**config.mk**
```make
export PLATFORM = sky130hd
export DESIGN_NAME = instr_mem_loader
export DESIGN_NICKNAME = d
export VERILOG_FILES = /design/src/rtl/instr_mem_loader.sv
export SDC_FILE = /design/constraint.sdc
export NUM_CORES = 1
export LEC_CHECK = 0
export CORE_UTILIZATION = 40
export DETAILED_ROUTE_END_ITERATION = 10
export PLACE_DENSITY_LB_ADDON = 0.05
export SETUP_SLACK_MARGIN = 0.4
export SLEW_MARGIN = 0
export SYNTH_ARGS = -nofsm -noshare
export SYNTH_HDL_FRONTEND = slang
export SYNTH_SLANG_ARGS = --single-unit
```
**constraint.sdc**
```tcl
create_clock -name clk -period 6.8 [get_ports clk]
set_input_delay 0.68 -clock clk [delete_from_list [all_inputs] [get_ports clk]]
set_output_delay 0.68 -clock clk [all_outputs]
set_load 0.01 [all_outputs]
```
**src/rtl/instr_mem_loader.sv**
```systemverilog
// rtl/instr_mem_loader.sv - boot loader: streams program bytes into instruction memory, pads, releases core reset
`timescale 1ns/1ps
module instr_mem_loader #(
  parameter int NO_INSTR_BYTES = 1024,
  parameter int MEM_CELL_SIZE  = 8,
  parameter int ADDR_W         = 10,
  parameter int TIMEOUT_CYC    = 256,
  parameter int REL_CYC        = 2
) (
  input  logic                     clk,
  input  logic                     rst,
  input  logic                     start,
  input  logic [ADDR_W:0]          load_len,
  input  logic                     s_valid,
  input  logic [MEM_CELL_SIZE-1:0] s_data,
  output logic                     s_ready,
  output logic                     mem_we,
  output logic [ADDR_W-1:0]        mem_addr,
  output logic [MEM_CELL_SIZE-1:0] mem_wdata,
  output logic                     cpu_rst,
  output logic                     busy,
  output logic                     done,
  output logic                     err
);

  localparam logic [2:0] S_IDLE = 3'd0;
  localparam logic [2:0] S_LOAD = 3'd1;
  localparam logic [2:0] S_PAD  = 3'd2;
  localparam logic [2:0] S_REL  = 3'd3;
  localparam logic [2:0] S_RUN  = 3'd4;
  localparam logic [2:0] S_ERR  = 3'd5;

  localparam int TW = $clog2(TIMEOUT_CYC) + 1;
  localparam int RW = $clog2(REL_CYC) + 1;
  localparam logic [ADDR_W:0] MAX_LEN = (ADDR_W+1)'(NO_INSTR_BYTES);
  localparam logic [TW-1:0]   T_LAST  = TW'(TIMEOUT_CYC - 1);
  localparam logic [RW-1:0]   R_LAST  = RW'(REL_CYC - 1);

  logic [2:0]      state;
  logic [ADDR_W:0] ptr;
  logic [ADDR_W:0] len_q;
  logic [TW-1:0]   tcnt;
  logic [RW-1:0]   rcnt;
  logic            len_ok;
  logic            start_ok;
  logic            hs;

  assign len_ok   = (load_len != '0) && (load_len <= MAX_LEN);
  assign start_ok = start && ((state == S_IDLE) || (state == S_RUN) || (state == S_ERR));
  assign s_ready  = (state == S_LOAD) && (ptr < len_q);
  assign hs       = s_valid && s_ready;

  // Status outputs decode straight from state so a restart from RUN
  // re-asserts cpu_rst on the same edge that accepts start.
  assign cpu_rst = (state != S_RUN);
  assign done    = (state == S_RUN);
  assign busy    = (state == S_LOAD) || (state == S_PAD) || (state == S_REL);
  assign err     = (state == S_ERR);

  always_ff @(posedge clk) begin
    if (rst) begin
      state     <= S_IDLE;
      ptr       <= '0;
      len_q     <= '0;
      tcnt      <= '0;
      rcnt      <= '0;
      mem_we    <= 1'b0;
      mem_addr  <= '0;
      mem_wdata <= '0;
    end else begin
      mem_we <= 1'b0;
      if (start_ok) begin
        if (len_ok) begin
          state <= S_LOAD;
          ptr   <= '0;
          len_q <= load_len;
          tcnt  <= '0;
        end else begin
          state <= S_ERR;
        end
      end else begin
        case (state)
          S_LOAD: begin
            if (ptr == len_q) begin
              state <= (ptr[1:0] != 2'b00) ? S_PAD : S_REL;
              rcnt  <= '0;
            end else if (hs) begin
              mem_we    <= 1'b1;
              mem_addr  <= ptr[ADDR_W-1:0];
              mem_wdata <= s_data;
              ptr       <= ptr + 1'b1;
              tcnt      <= '0;
            end else if (!s_valid) begin
              if (tcnt == T_LAST) state <= S_ERR;
              else                tcnt  <= tcnt + 1'b1;
            end
          end
          S_PAD: begin
            // Alignment is tested before writing, so the final pad write
            // never lands in the first RELEASE cycle.
            if (ptr[1:0] == 2'b00) begin
              state <= S_REL;
              rcnt  <= '0;
            end else begin
              mem_we    <= 1'b1;
              mem_addr  <= ptr[ADDR_W-1:0];
              mem_wdata <= '0;
              ptr       <= ptr + 1'b1;
            end
          end
          S_REL: begin
            if (rcnt == R_LAST) state <= S_RUN;
            else                rcnt  <= rcnt + 1'b1;
          end
          S_IDLE, S_RUN, S_ERR: state <= state;
          default: state <= S_IDLE;
        endcase
      end
    end
  end

endmodule
```
==> metrics.md <==
| Metric | Value |
|---|---|
| Run status | finished, final reports clean |
| Number of buffers added for setup after CTS | 0 |
| Count of synthesis-stage warnings from yosys | 0 |
| Slew headroom | 0.293 |
| Clock root cell | clkbuf_8 |
| Final critical-path required period | 3.27 ns |
| Number of top-level design ports | 47 |
| Full die area | 7660 sq um |
| Placed wire-length estimate | 5020 microns |
| EDFF count, synth | 0 |
| DP Area | 3430 sq um |
| Synth async-reset ratio | 0 |
| Most used DFF post-synth | dfxtp_1 |
| N_diodes | 0 |
| Post-synthesis area per instance | 7.84 sq um |
| Setup CP Type | reg2reg |
| Remaining global-route overflow | 0 |
| Top delay family on crit path | compound AO/OA/AOI/OAI gates |
| Clock buffers created by TritonCTS | 5 |
| Worst skew pair latency | 0.32 ns |
| Hold Crit Start | mem_addr[1] |
| Via count of the first global-routing pass | 2516 |
| Ranking of synthesized cells by area | dfxtp_1, a21oi_1, ha_1 |
| Most frequent cells in the layout | dfxtp_1, nand2_1, a21oi_1, clkdlybuf4s50_1, o21ai_0 |
| CP endpoint kind | register |
| Worst Setup Start Kind | register |
| Via-per-instance ratio | 5.33 |
| Sum of negative setup slack | 0 ns |
| Initial Utilization | 0.421 |
| Final weighted congestion in routability-driven placement | 0.792 |
| Synthesized Nets | 412 |
| Cell row count | 30 |
| Crit path required time | 7.03 ns |
| Pin slew with the least headroom to its limit | 1.06 ns |
| Endpoints failing hold | 0 |
| Post-layout utilization of the core | 0.508 |
| Crit path arrival time | 3.49 ns |
| Total iterations of the first detailed-routing run | 4 |
| Maximum number of pins on one net before global-route repair | 63 |
| Leakage power | 1.24 nW |
| Post-synthesis register bit count | 55 |
| Number of buffers added on ports | 46 |
| Power Density | 210 nW/um^2 |
| Vias | 2691 |
| Post-route total power | 0.000740 W |
| Peak supply drop | 95.0 uV |
| Number of instances in the synthesized netlist | 373 |
| # nets final | 447 |
| Starting DRT DRC Count | 122 |
| CP max stage delay | 0.71 ns |
| Detailed-route wire length per cell | 14.0 microns |
| Startpoint of the lowest-slack register-to-register path | ptr[5] |
| Post-synth top area share | 0.377 |
| Final-report setup violation count | 0 |
| Sequential area share after synthesis | 0.377 |
| Die Ht | 87.5 microns |
| Max Root-Sink Buffers | 2 |
| Share of layout cells above drive strength 1 | 0.0440 |
| Core region area | 6940 sq um |
| Die span in x | 87.5 microns |
| Number of max-cap violations | 0 |
| Clock H-tree levels | 2 |
| Post-detailed-route DRC marker count | 0 |
| Post-route clock skew | 0.00773 ns |
| Final non-filler cell area | 3520 sq um |
| Class of the tightest hold or removal check | reg2reg |
| Count of antenna-violating nets left after detailed routing | 0 |
| TritonCTS clock tree | done |
| Most common cell after layout, fill and taps aside | dfxtp_1 |
| Overall global routing resource usage | 0.202 |
| Setup repair after global routing missed its margin | no |
| Cell type with the highest aggregate area in the netlist | dfxtp_1 |
| Hold bufs inserted after CTS | 0 |
| Wire length of the first global-routing pass | 12100 microns |
| Total standard cell area after synthesis | 2920 sq um |
| Sinks on the clock net | 55 |
| Number of max-slew violations in the final report | 0 |
| Number of distinct library cell variants in the gate-level netlist after synthesis | 43 |
| Sum of routed wire length over all layers | 7090 microns |
| Post-CTS sizing | 0 |
| Count of buffering cells on the critical path with inverters included | 0 |
| Cell chain of the critical path | ha_1 > nand4_1 > a211oi_1 > a2111oi_4 > o21ai_4 > or4_1 > o41ai_1 |
| Clock-pin slew of the registers on the worst-case setup and hold paths | 0.10 ns |
| CP Max Fanout | 19 |
| Antenna violations before repair | 0 |
| Setup crit start | ptr[5] |
| Fmax | 306 MHz |
| P&R area growth vs syn | 20.5% |
| Cell with the largest stage delay on the worst path | or4_1 |
| Crit share post-route | 0.480 |
==> where the power goes <==
part | internal, W | total (W) | switching, W
combinational | 0.0000773 | 0.000194 | 0.000116
sequential | 0.000337 | 0.000354 | 0.0000174
clock | 0.0000749 | 0.000193 | 0.000118
total | 0.000489 | 0.000740 | 0.000252
==> cell families after synthesis <==
family                     after synthesis  synth area share
and+or+nand+nor                        155             0.277
AOI/OAI and AO/OA                       99             0.206
DFF                                     55             0.377
buffers and inverters                   43            0.0561
adders and majority gates               16            0.0685
muxes                                    3            0.0103
xor gates and xnor gates                 2           0.00599
==> Yosys cell counts (3+ instances only) <==
cell / number
a211oi_1: 4
ha_1: 16
a21oi_1: 45
nor3_1: 4
and3_1: 5
and2_1: 4
or4_1: 8
nor2b_1: 9
o21ai_0: 28
nor2_1: 22
o31ai_1: 3
nand2_1: 49
inv_1: 24
o41ai_1: 4
clkbuf_1: 17
mux2i_1: 3
or3_1: 3
nand3b_1: 13
a31oi_1: 3
nand2b_1: 6
nand3_1: 22
dfxtp_1: 55
==> area by class of cell <==
cell class,instances,area (sq um)
well taps,96,120
clock buffers,5,68.8
clock inverters,3,22.5
flip-flops and latches,55,1100
fillers,698,3420
inverters,24,90.1
repair buffers,47,463
multi-input cells,275,1660
==> final timing paths <==
path / endpoint / slack [ns] / cells after the start
max: ptr[9] / 3.53 / 7
min: mem_addr[1] / 0.46 / 2
max reg2reg: ptr[9] / 3.53 / 7
min reg2reg: mem_addr[1] / 0.46 / 2
==> state kept, by name, summed over array words and instances, names as in the netlist <==
| name | count |
|---|---|
| len_q | 11 |
| ptr | 11 |
| mem_addr | 10 |
| tcnt | 9 |
| mem_wdata | 8 |
| state | 3 |
| rcnt | 2 |
| mem_we | 1 |
==> through the flow <==
stage	hold slack [ns]	cells	worst slack (ns)
2_1_floorplan	0.451	373	4.13
3_3_place_gp	0.444	497	3.37
3_5_place_dp	0.447	497	3.35
4_1_cts	0.462	505	3.51
5_1_grt	0.482	505	3.28
6_report	0.460	505	3.53
==> worst min-delay path: stages, from the launching register on <==
cell,delay (ns)
dfxtp_1,0.32
nand2_1,0.05
a21oi_1,0.05
==> per-layer routing <==
| metal | vias up | wire length (microns) | GRT usage |
|---|---|---|---|
| met5 | - | 0 | 0 |
| met2 | 40 | 3230 | 0.330 |
| met1 | 1265 | 3570 | 0.273 |
| met3 | 7 | 178 | 0.0351 |
| met4 | 0 | 111 | 0.0611 |
| li1 | 1379 | - | - |
No activity file was read; power rests on OpenSTA's default activity.
